--- config.mk ---
export PLATFORM = sky130hd
export DESIGN_NAME = cpu_core_param
export DESIGN_NICKNAME = d
export VERILOG_FILES = /design/src/rtl/cpu_core_param.sv
export SDC_FILE = /design/constraint.sdc
export NUM_CORES = 1
export LEC_CHECK = 0
export ABC_CLOCK_PERIOD_IN_PS = 2000
export BUFFER_PORTS_ARGS = -buffer_cell sky130_fd_sc_hd__buf_2
export CAP_MARGIN = 20
export CORE_ASPECT_RATIO = 1.5
export CORE_UTILIZATION = 52
export DETAILED_ROUTE_END_ITERATION = 6
export PLACE_DENSITY = 0.89
export SLEW_MARGIN = 10
export SYNTH_ARGS = -nofsm -noshare
export SYNTH_HDL_FRONTEND = slang
export SYNTH_SLANG_ARGS = --single-unit
--- constraint.sdc ---
create_clock -name inclk -period 2 [get_ports inclk]
set_clock_uncertainty 0.05 [all_clocks]
set_input_delay 0.1 -clock inclk [delete_from_list [all_inputs] [get_ports inclk]]
set_output_delay 0.1 -clock inclk [all_outputs]
set_load 0.02 [all_outputs]
--- src/rtl/cpu_core_param.sv ---
// cpu_core_param: tiny accumulator core (A, B, OUT, carry/zero) executing one ROM instruction per inclk edge.
// Latency: results are visible one edge after issue; out_valid pulses the cycle after an OUT write.
// Backpressure: none; HLT freezes the core until rst_n. Optional macro CPU_IN_SYNC_EN adds a 2-flop in_port synchronizer.
module cpu_core_param #(
   parameter int DATA_W = 4,
   parameter int PC_W   = 4
) (
   input  logic              inclk,
   input  logic              rst_n,
   input  logic [DATA_W+3:0] instr,
   input  logic [DATA_W-1:0] in_port,
   output logic [PC_W-1:0]   pc,
   output logic [DATA_W-1:0] out_port,
   output logic              out_valid,
   output logic              halted,
   output logic              carry,
   output logic              zero
);

   localparam logic [3:0] OP_OUT_Z = 4'hA;  // last opcode that goes through the adder
   localparam logic [3:0] OP_JMP   = 4'hB;
   localparam logic [3:0] OP_JNC   = 4'hC;
   localparam logic [3:0] OP_JZ    = 4'hD;
   localparam logic [3:0] OP_HLT   = 4'hE;

   typedef enum logic {ST_RUN = 1'b0, ST_HALT = 1'b1} state_t;

   state_t              r_state;
   state_t              w_state_nxt;
   logic                w_run;

   logic [DATA_W-1:0]   r_a;
   logic [DATA_W-1:0]   r_b;
   logic [DATA_W-1:0]   r_out;
   logic [PC_W-1:0]     r_pc;
   logic                r_c;
   logic                r_z;
   logic                r_out_valid;

   logic [3:0]          w_opcode;
   logic [DATA_W-1:0]   w_imm;
   logic [DATA_W-1:0]   w_in;
   logic [DATA_W-1:0]   w_src;
   logic [DATA_W:0]     w_sum;
   logic [PC_W-1:0]     w_pc_inc;
   logic [PC_W-1:0]     w_pc_nxt;

   assign w_opcode = instr[DATA_W+3:DATA_W];
   assign w_imm    = instr[DATA_W-1:0];

`ifdef CPU_IN_SYNC_EN
   logic [DATA_W-1:0]   r_sync1;
   logic [DATA_W-1:0]   r_sync2;

   // Two-flop synchronizer for the asynchronous external input; keeps running while halted.
   always_ff @(posedge inclk or negedge rst_n) begin
      if (!rst_n) begin
         r_sync1 <= '0;
         r_sync2 <= '0;
      end else begin
         r_sync1 <= in_port;
         r_sync2 <= r_sync1;
      end
   end

   assign w_in = r_sync2;
`else
   assign w_in = in_port;
`endif

   // Run/halt state register.
   always_ff @(posedge inclk or negedge rst_n) begin
      if (!rst_n) r_state <= ST_RUN;
      else        r_state <= w_state_nxt;
   end

   // Only HLT leaves RUN; HALT is left by reset alone.
   always_comb begin
      w_state_nxt = r_state;
      if (r_state == ST_RUN && w_opcode == OP_HLT) w_state_nxt = ST_HALT;
   end

   // Decode state into the execute enable and the halted flag.
   always_comb begin
      w_run  = (r_state == ST_RUN);
      halted = (r_state == ST_HALT);
   end

   // Adder source select: low two opcode bits pick A/B/IN/0 for the A and B groups, OUT group is A/B/0.
   always_comb begin
      w_src = '0;
      case (w_opcode)
         4'h0, 4'h4, 4'h8: w_src = r_a;
         4'h1, 4'h5, 4'h9: w_src = r_b;
         4'h2, 4'h6:       w_src = w_in;
         default:          w_src = '0;
      endcase
   end

   assign w_sum    = {1'b0, w_src} + {1'b0, w_imm};
   assign w_pc_inc = r_pc + PC_W'(1);

   // Next PC: jumps load the low immediate bits, HLT holds, everything else steps (wrapping).
   always_comb begin
      w_pc_nxt = w_pc_inc;
      case (w_opcode)
         OP_JMP:  w_pc_nxt = w_imm[PC_W-1:0];
         OP_JNC:  w_pc_nxt = r_c ? w_pc_inc : w_imm[PC_W-1:0];
         OP_JZ:   w_pc_nxt = r_z ? w_imm[PC_W-1:0] : w_pc_inc;
         OP_HLT:  w_pc_nxt = r_pc;
         default: w_pc_nxt = w_pc_inc;
      endcase
   end

   // Architectural state update; nothing but out_valid's clear happens while halted.
   always_ff @(posedge inclk or negedge rst_n) begin
      if (!rst_n) begin
         r_pc        <= '0;
         r_a         <= '0;
         r_b         <= '0;
         r_out       <= '0;
         r_c         <= 1'b0;
         r_z         <= 1'b0;
         r_out_valid <= 1'b0;
      end else begin
         r_out_valid <= 1'b0;
         if (w_run) begin
            r_pc <= w_pc_nxt;
            if (w_opcode <= OP_OUT_Z) begin
               r_c <= w_sum[DATA_W];
               r_z <= (w_sum[DATA_W-1:0] == '0);
               if (w_opcode[3]) begin
                  r_out       <= w_sum[DATA_W-1:0];
                  r_out_valid <= 1'b1;
               end else if (w_opcode[2]) begin
                  r_b <= w_sum[DATA_W-1:0];
               end else begin
                  r_a <= w_sum[DATA_W-1:0];
               end
            end
         end
      end
   end

   assign pc        = r_pc;
   assign out_port  = r_out;
   assign out_valid = r_out_valid;
   assign carry     = r_c;
   assign zero      = r_z;

endmodule

**Word-level counts from Yosys, hierarchy flattened**

Cells that the tools add are included.

- Eq/ne operators: 11
- Bitwise logic cells: 4
- $add $sub $neg: 2
- Muxes and demuxes: 7
- Reductions and logical operators: 11
- Magnitude comparators: 1

Operators with widths:

| kind | count |
|---|---|
| $eq A4 B4 Y1 const B | 6 |
| $pmux W4 S4 | 1 |
| $eq A4 B3 Y1 const B | 3 |
| $pmux W4 S3 | 1 |
| $logic_not A4 Y1 | 2 |
| $mux W4 | 2 |
| $reduce_and A4 Y1 | 2 |
| $reduce_or A3 Y1 | 2 |
| $add A4 B4 Y5 | 1 |
| $add A4 B1 Y4 const B | 1 |
| $eq A4 B1 Y1 const B | 1 |
| $eq A4 B2 Y1 const B | 1 |
| $le A4 B4 Y1 const B | 1 |
| $not A1 Y1 | 4 |
| $reduce_and A2 Y1 | 2 |
| $mux W1 | 3 |
| $reduce_and A3 Y1 | 1 |
| $reduce_or A2 Y1 | 1 |
| $logic_and A1 B1 Y1 | 1 |

- Word-level logic and storage cells: 44
- Output and inout bits: 12
- Input port bits: 14
- Bits in registers: 20

**Depth between registers and ports, before layout**

Gate-level depths: netlist (run 1).

- Depth in word-level cells: 5
- Mapped depth: 11
- Mapped depth without buffers: 10

**Least setup slack after synthesis (run 1)**

Ideal clock, no wire load.

- Path type: input port to flip-flop
- Start: input port instr[7]
- End: register r_z, in the netlist zero
- Path slack: -0.027 ns
- Stages: 11
- Data arrival time: 1.895 ns
- Setup time: 0.082 ns
- Data required time: 1.868 ns
- Path buffers: 1
- Path through: clkbuf_1 -> nor3b_1 -> nand2_1 -> o21ai_0 -> ha_1 -> inv_1 -> fa_1 -> xnor2_1 -> nor3b_1 -> nand2_1 -> o22ai_1

- Cells in the longest elaborated chain, start to end: 5
- Elaborated cells between the ends (all ways): 16
- Those cells by class: add/sub: 1; order compare: 1; eq/ne: 7; mux: 1; reduce/logical: 6

Ends and longest elaborated chain:

| what | RTL line | source |
|---|---|---|
| start, declared | 10 | `input logic [DATA_W+3:0] instr,` |
| $eq A4 B1 Y1, or another cell as far along | 92 | `case (w_opcode)` |
| $reduce_or A3 Y1 / $reduce_or A2 Y1 (equally long branches) | 92 |  |
| $pmux W4 S3 | 92 |  |
| $add A4 B4 Y5 | 100 | `assign w_sum = {1'b0, w_src} + {1'b0, w_imm};` |
| $logic_not A4 Y1 | 131 | `r_z <= (w_sum[DATA_W-1:0] == '0);` |
| end signal, assigned | 131 |  |
| end, declared | 37 | `logic r_z;` |

Parallel ways exist; a longest one is shown, timed or not.
A chain may end at the register's enable or synchronous reset.

**Worst setup path after layout (run 1)**

- Start: register r_b[1]
- End: register r_z, in the netlist zero

- Cells in the longest elaborated chain, start to end: 3

Ends and longest elaborated chain:

| what | RTL line | source |
|---|---|---|
| start, declared | 33 | `logic [DATA_W-1:0] r_b;` |
| start signal, assigned | 136 | `r_b <= w_sum[DATA_W-1:0];` |
| $pmux W4 S3 | 92 |  |
| $add A4 B4 Y5 | 100 |  |
| $logic_not A4 Y1 | 131 |  |

No other way between the ends.

==> results.yml, run 1 <==
grt:
  grt_max_degree: 21
  grt.total_usage_pct: 26.5
  grt_first_pass_wirelength_um: 4190
  grt_pass1_vias: 1047
  overflow: 0
  grt_antenna_before_repair: 0
logic_synthesis:
  yosysWarningCount: 0
  ys_types: 36
  synthAdderAreaFrac_pct: 7.10
  synth_top_area_share_pct: 43.0
  synthSimpleGateAreaFrac_pct: 14.4
  syn_area_um2: 1160
  synth.area.top_cells: "dfrtp_1 43%, mux2_2 8.7%, ha_1 5.4%"
  synth_top_family_by_area: "compound AO/OA/AOI/OAI gates"
  synth_mux_area_share_pct: 13.0
  synth_seq_cells: 20
  ys_seq_area_share_pct: 43.0
  syn_nets: 128
  yosysTopAreaCell: "dfrtp_1"
  synth-xor-area-share_pct: 1.51
  syn_inst: 108
  avgSynthCellArea_um2: 10.8
  synth_compound_area_share_pct: 16.7
cts:
  cts_tree: "done"
  cts.path.max_buffers: 2
  clk_latency_ns: 0.31
  clk_pin_slew_ns: 0.11
  clock-root-buffer: "clkbuf_4"
  clock-sinks: 20
  htree_levels: 1
  cts_buffers: 3
routing:
  viasPerCell: 5.90
  ant_nets: 0
  wirelength_um: 2870
  wl_per_cell_um: 16.9
  drc: 0
  dr.pass1.iters: 5
  drt_iter0_drc: 28
  vias: 1003
floorplan:
  die-area_um2: 2430
  core_area_um2: 2080
  start_util_pct: 56.0
  die_x_um: 40.6
  io_pins: 26
  die_height_um: 59.9
  num_rows: 20
sta:
  worstMarginPinSlew_ns: 0.449
  worst_slack_ns: 0.0188
  hold_viol: 0
  finalCritPeriodShare_pct: 99.1
  finalMaxSlewViolations: 0
  rsz0062_at_grt: "yes"
  setup_viol: 0
  fmax_ghz: 0.505
  relSlewSlack_pct: 70.1
  period_needed_ns: 1.98
critical_path:
  cp_max_fo: 4
  r2r_slack_ns: 0.02
  r2r-start: "r_b[1]"
  worstPathRequired_ns: 2.15
  r2r_cells: 9
  critical_path_class: "reg -> reg"
  cp_data_arrival_time_ns: 2.13
  end_kind: "flip-flop"
  setup.worst_path.start_class: "flip-flop"
  reg2reg_to: "zero"
layout:
  final_common_cell: "buf_2"
  final_cell_mix: "25 x buf_2, 20 x dfrtp_1, 13 x buf_4"
  diodes: 0
  fin_nets: 169
  final_area_um2: 1490
  syn2layout_area_growth_pct: 27.8
  layout-drive-gt1-share_pct: 44.6
placement:
  io_buffers: 25
  dp_slack_ns: -0.125
  place_area_um2: 1380
  place_congestion: 0.984
  detailed_place_hpwl_um: 2090
pwr:
  power.leakage_nw: 0.723
  power.density_nw_per_um2: 1140
  max-vdd-ir-drop_v: 0.000860
run:
  max_cap_violations: 0
hold_path:
  hold_class: "in -> reg"
  hold_end: "pc[3]"
  min_path_cells: 3
  hp-start: "instr[3]"
status:
  status: "completed"
-- layout make-up --
class                      instances  area [um^2]
sequential                        20          500
fill                             148          589
inverter                           9         33.8
timing repair buffer              39          233
multi-input combinational         76          657
clock buffer                       4         36.3
tap                               22         27.5
-- worst max-delay path: stages (launching register included) --
cell and delay [ns]:
dfrtp_1 0.41, mux2i_1 0.17, o21a_1 0.17, inv_1 0.04, ha_1 0.26, a21o_1 0.18
a21oi_2 0.18, xnor2_2 0.19, buf_4 0.17, o22ai_2 0.06
-- power by group --
group          total [mW]  leakage [nW]  switching, mW  internal [mW]
clock network       0.242        0.0210          0.131          0.111
logic               0.763         0.468          0.401          0.362
registers           0.688         0.234          0.115          0.573
total                1.69         0.723          0.647           1.05
-- layer usage --
layer / track usage (%) / vias to the layer above / wire length [um]
li1: - / 472 / -
met1: 24.6 / 481 / 1110
met2: 48.3 / 39 / 1570
met3: 1.49 / 11 / 70
met4: 21.0 / 0 / 121
met5: 0 / - / 0
-- Yosys cell counts (all sizes together) --
| cell | instances |
|---|---|
| a21o | 4 |
| a21oi | 8 |
| a22oi | 1 |
| a2bb2oi | 1 |
| a31o | 1 |
| and3b | 1 |
| and4b | 2 |
| buf | 2 |
| clkbuf | 1 |
| dfrtp | 20 |
| fa | 1 |
| ha | 5 |
| inv | 9 |
| mux2 | 9 |
| mux2i | 5 |
| nand2 | 8 |
| nand3 | 2 |
| nand4 | 1 |
| nand4b | 1 |
| nor2 | 4 |
| nor2b | 3 |
| nor3 | 1 |
| nor3b | 3 |
| nor4b | 1 |
| o211ai | 2 |
| o21a | 1 |
| o21ai | 5 |
| o22ai | 1 |
| o311ai | 1 |
| o31ai | 1 |
| o32ai | 1 |
| xnor2 | 2 |
-- registers in the layout, summed over array words and instances, names as in the netlist --
register / flops
out_port: 4
pc: 4
r_a: 4
r_b: 4
carry: 1
halted: 1
out_valid: 1
zero: 1
-- worst max path at each step --
stage | startpoint | cells past startpoint | slack (ns) | endpoint
detailed placement | instr[4] | 11 | -0.13 | zero
CTS | r_b[1] | 8 | -0.003 | out_port[3]
finish | r_b[1] | 9 | 0.02 | zero
floorplan | instr[7] | 11 | 0.08 | zero
global placement | instr[4] | 11 | 0.04 | zero
global route | r_b[0] | 9 | -0.09 | zero
-- timing repair --
| item | in CTS | in global routing |
|---|---|---|
| resized for setup | 4 | 5 |
| setup endpoints to repair | 1 | 4 |
| pin swaps | 1 | 4 |
| buffers inserted | 0 | 3 |
| endpoints found under the hold margin | 20 | 0 |
| hold buffers | 1 | 0 |
-- metrics by stage --
step                TNS [ns]  util [%]  std cells  hold slack, ns  power (mW)
global placement           0      66.4        162          0.0150        1.33
detailed placement    -0.125      66.4        162          0.0149        1.36
finish                     0      71.6        170          0.0868        1.69
floorplan                  0         -        108          -0.246        1.14
global route          -0.173      71.6        170          0.0941        1.80
CTS                 -0.00313      69.7        167          0.0852        1.63
-- cell families after synthesis --
family,after synthesis
AOI/OAI and AO/OA,27
and+or+nand+nor,27
DFF,20
muxes,14
buffers and inverters,12
adders and majority gates,6
xor gates and xnor gates,2
Power figures use the tool's default switching activity.
==> run 2: changes to the inputs <==
--- a/config.mk
+++ b/config.mk
@@ -11,7 +11,9 @@
 export CORE_ASPECT_RATIO = 1.5
 export CORE_UTILIZATION = 52
 export DETAILED_ROUTE_END_ITERATION = 6
+export MAX_ROUTING_LAYER = met4
 export PLACE_DENSITY = 0.89
+export SETUP_SLACK_MARGIN = 0.15
 export SLEW_MARGIN = 10
 export SYNTH_ARGS = -nofsm -noshare
 export SYNTH_HDL_FRONTEND = slang
==> run 2 against run 1 <==
  * Cell area down 0.93%
  * Sequential power up 1%
  * Non-clock buffer count down 7
  * Die area unchanged
  * Via count down 3.9%
  * Count of clock-buffer cells in the layout unchanged
  * Core utilization down 0.66 points
  * Critical path depth unchanged
  * Setup slack better by 0.035 ns
==> results.yml, run 2 (same netlist as run 1, synthesis figures left out) <==
sta:
  worst_slack_ns: 0.0537
  worstMarginPinSlew_ns: 0.536
  relSlewSlack_pct: 64.1
  setup_viol: 0
  period_needed_ns: 1.95
  rsz0062_at_grt: "yes"
  tns_ns: 0
  finalCritPeriodShare_pct: 97.3
  hold_viol: 0
  fmax_ghz: 0.514
  finalMaxSlewViolations: 0
critical_path:
  r2r_slack_ns: 0.05
  cp_data_arrival_time_ns: 2.13
  r2r_cells: 9
  setup.worst_path.start_class: "flip-flop"
  critical_path_class: "reg -> reg"
  reg2reg_to: "zero"
  crit_end: "zero"
  end_kind: "flip-flop"
  crit_path_start: "r_b[0]"
  worstPathRequired_ns: 2.18
  cp_max_fo: 4
  r2r-start: "r_b[0]"
status:
  status: "completed"
placement:
  place_congestion: 0.971
  io_buffers: 25
  dp_slack_ns: -0.0534
  place_area_um2: 1370
  detailed_place_hpwl_um: 2080
  placed_cells: 157
grt:
  grt_pass1_vias: 926
  grt_antenna_before_repair: 0
  grt_max_degree: 21
  grt_first_pass_wirelength_um: 4150
  grt.total_usage_pct: 26.8
  overflow: 0
hold_path:
  hold_class: "in -> reg"
  hp-start: "instr[3]"
cts:
  cts.path.max_buffers: 2
  cts_tree: "done"
  clk_pin_slew_ns: 0.12
  clk_latency_ns: 0.30
  clock-root-buffer: "clkbuf_4"
  cts_buffers: 3
  clock-sinks: 20
  htree_levels: 1
floorplan:
  die-area_um2: 2430
  die_x_um: 40.6
  num_rows: 20
  core_area_um2: 2080
  die_height_um: 59.9
  start_util_pct: 56.0
  io_pins: 26
layout:
  final_area_um2: 1470
  final_common_cell: "buf_2"
  fin_nets: 162
  diodes: 0
  layout-drive-gt1-share_pct: 44.0
  final_cell_mix: "25 x buf_2, 20 x dfrtp_1, 8 x nand2_1"
  instances_no_fill: 163
  syn2layout_area_growth_pct: 26.7
routing:
  wirelength_um: 2810
  ant_nets: 0
  drt_iter0_drc: 24
  drc: 0
  dr.pass1.iters: 4
  wl_per_cell_um: 17.3
  viasPerCell: 5.91
  vias: 964
pwr:
  max-vdd-ir-drop_v: 0.000952
  power.density_nw_per_um2: 1160
  power.leakage_nw: 0.701
run:
  max_cap_violations: 0
## run 2: cell count changes in the layout (fill, tap and decap cells not counted), moves of 2 or more
cell | previous run | this run
buf_4 | 13 | 6
mux2_2 | 8 | 5
inv_1 | 7 | 5
mux2_4 | 1 | 4
inv_2 | 2 | 4
## run 2: worst min-delay path by stage
stage	endpoint	slack (ns)	cells past startpoint
final	pc[3]	0.1	3
after global routing	pc[3]	0.1	3
after CTS	pc[2]	0.07	3
after detailed placement	pc[1]	0.02	1
after global placement	pc[1]	0.006	1
after floorplan	carry	-0.25	0
## run 2: metrics by stage
| stage | util (%) | hold slack, ns | power [mW] |
|---|---|---|---|
| detailed placement | 65.8 | 0.0175 | 1.39 |
| floorplan | - | -0.246 | 1.16 |
| CTS | 69.8 | 0.0708 | 1.68 |
| finish | 71.0 | 0.0994 | 1.70 |
| global route | 71.0 | 0.0987 | 1.82 |
| global placement | 65.8 | 0.00648 | 1.35 |
## run 2: critical path: stages, from the launching register on
cell	delay [ns]
dfrtp_1	0.37
mux2i_1	0.08
o21ai_1	0.19
ha_2	0.23
inv_2	0.04
fa_2	0.39
xnor2_4	0.17
nor3b_2	0.16
nand2_1	0.07
o22ai_1	0.13
## run 2: report_power, final
part	switching [mW]	total, mW	internal, mW
combinational	0.403	0.772	0.369
sequential	0.124	0.697	0.573
clock	0.125	0.236	0.111
total	0.651	1.70	1.05
## run 2: per-layer routing
metal | share of wire (%) | routed length [um] | track usage, %
met5 | 0 | 0 | -
met4 | 3.4 | 96 | 11.9
met3 | 3.2 | 89 | 3.35
met2 | 54 | 1510 | 45.1
met1 | 40 | 1110 | 30.2
## run 2: cell type report
class	instances	area [um^2]
inverters	9	33.8
multi-input cells	76	696
well taps	22	27.5
repair buffers	32	180
flip-flops and latches	20	500
fillers	161	603
clock buffers	4	36.3
## run 2: timing repair
item / in CTS / in global routing
pin swaps: 0 / 1
buffers inserted: 1 / 0
endpoints found under the setup margin: 7 / 8
endpoints found under the hold margin: 20 / 0
gates resized for setup: 6 / 5
hold buffers: 1 / 0
==> run 3: changes to the inputs <==
--- a/config.mk
+++ b/config.mk
@@ -8,11 +8,14 @@
 export ABC_CLOCK_PERIOD_IN_PS = 2000
 export BUFFER_PORTS_ARGS = -buffer_cell sky130_fd_sc_hd__buf_2
 export CAP_MARGIN = 20
+export CELL_PAD_IN_SITES_DETAIL_PLACEMENT = 0
+export CELL_PAD_IN_SITES_GLOBAL_PLACEMENT = 1
 export CORE_ASPECT_RATIO = 1.5
-export CORE_UTILIZATION = 52
+export CORE_UTILIZATION = 41
 export DETAILED_ROUTE_END_ITERATION = 6
 export MAX_ROUTING_LAYER = met4
-export PLACE_DENSITY = 0.89
+export PLACE_DENSITY = 0.9
+export RECOVER_POWER = 25
 export SETUP_SLACK_MARGIN = 0.15
 export SLEW_MARGIN = 10
 export SYNTH_ARGS = -nofsm -noshare
==> run 3 against run 2 <==
  * Count of clock-buffer cells in the layout unchanged
  * Total power up 1.9%
  * Sequential power down 0.9%
==> results.yml, run 3 (same netlist as run 1, synthesis figures left out) <==
floorplan:
  die_x_um: 45.5
  die-area_um2: 3060
  num_rows: 23
  core_area_um2: 2680
  die_height_um: 67.2
  start_util_pct: 43.5
  io_pins: 26
critical_path:
  cp_data_arrival_time_ns: 2.10
  cp_max_fo: 4
  setup.worst_path.start_class: "flip-flop"
  crit_path_start: "r_a[1]"
  r2r-start: "r_a[1]"
  worstPathRequired_ns: 2.10
  end_kind: "flip-flop"
  critical_path_class: "reg -> reg"
cts:
  htree_levels: 1
  post_cts_buffers: 0
  clk_pin_slew_ns: 0.07
  cts.path.max_buffers: 2
  cts_buffers: 3
  clk_latency_ns: 0.26
  clock-sinks: 20
  clock-root-buffer: "clkbuf_8"
  cts_tree: "done"
routing:
  drt-met1-wl_um: 1100
  viasPerCell: 5.34
  highest_layer: "met4"
  dr.pass1.iters: 5
  ant_nets: 0
  wirelength_um: 2810
  wl_met2_um: 1560
  met3_length_um: 76
  drt_iter0_drc: 18
  wl_per_cell_um: 15.9
  vias: 946
  drc: 0
pwr:
  switchingPower_mw: 0.641
  internal_power_mw: 1.10
  p_total_mw: 1.74
  p_sw_share_pct: 36.9
  seqPwrFrac_pct: 39.8
  clkPwrFrac_pct: 17.8
  max-vdd-ir-drop_v: 0.000707
  power.density_nw_per_um2: 1170
  p_comb_share_pct: 42.4
  power.leakage_nw: 0.697
placement:
  detailed_place_hpwl_um: 2130
  io_buffers: 25
  place_congestion: 0.942
layout:
  diodes: 0
  fin_nets: 161
  final_common_cell: "buf_2"
  syn2layout_area_growth_pct: 27.6
  layout-drive-gt1-share_pct: 41.4
  final_cell_mix: "24 x buf_2, 20 x dfrtp_1, 8 x nand2_1"
  fill_cells: 234
sta:
  relSlewSlack_pct: 26.5
  finalMaxSlewViolations: 0
  fmax_ghz: 0.501
  setup_viol: 0
  worstMarginPinSlew_ns: 1.10
  rsz0062_at_grt: "yes"
  finalCritPeriodShare_pct: 99.8
  period_needed_ns: 2.00
  tns_ns: 0
  hold_viol: 0
status:
  status: "completed"
grt:
  grt_pass1_vias: 980
  grt_first_pass_wirelength_um: 4570
  grt_max_degree: 21
  overflow: 0
  grt_antenna_before_repair: 0
  grt.total_usage_pct: 21.6
hold_path:
  hold_class: "in -> reg"
  hp-start: "instr[2]"
run:
  max_cap_violations: 0
## run 3: area by class of cell
type	count	area (um^2)	area share, %
Inverter	9	33.8	2.27
Timing Repair Buffer	31	171	11.5
Tap cell	37	46.3	3.12
Clock buffer	4	55.1	3.71
Multi-Input combinational cell	76	678	45.7
Sequential cell	20	500	33.7
## run 3: power by group through the flow
stage                     clock network, mW  registers [mW]  logic (mW)
after floorplan                           0           0.784       0.374
after global placement                    0           0.691       0.655
after detailed placement                  0           0.699       0.678
after CTS                             0.313           0.691       0.697
after global routing                  0.326           0.713       0.807
final                                 0.310           0.691       0.737
## run 3: repair_timing
item,CTS,global route
hold endpoints to repair,20,0
endpoints found under the setup margin,4,7
resized for setup,2,5
hold buffers,1,0
pin swaps,2,8
## run 3: worst max-delay path: stages (launching register included)
cell	delay, ns
dfrtp_1	0.40
mux2i_1	0.15
o21a_1	0.18
inv_1	0.06
ha_1	0.27
a21o_1	0.18
a21oi_2	0.19
xnor2_2	0.13
mux2_2	0.28
## run 3: layer usage
metal,track usage [%],up-vias
li1,-,454
met1,24.1,459
met2,37.3,24
met3,2.41,9
met4,9.85,0
met5,-,-
## run 3: final timing paths
kind | cells after the start | slack, ns | end
setup reg to reg | 8 | 0.003 | out_port[3]
min in group asynchronous | 2 | 0.51 | out_valid
hold reg to reg | 2 | 0.44 | out_port[1]
max in group asynchronous | 2 | 0.73 | r_b[2]
hold / removal | 3 | 0.12 | pc[2]
setup / recovery | 8 | 0.003 | out_port[3]
## run 3: through the flow
step	utilization (%)	area [um^2]	hold WS, ns	instances	setup WS [ns]
CTS	54.6	1460	0.117	177	0.0484
global placement	51.8	1390	0.0189	172	0.0507
global route	55.5	1490	0.169	177	-0.0471
finish	55.5	1490	0.121	177	0.00346
detailed placement	51.8	1390	0.0253	172	-0.0261
floorplan	-	1200	-0.246	108	0.160
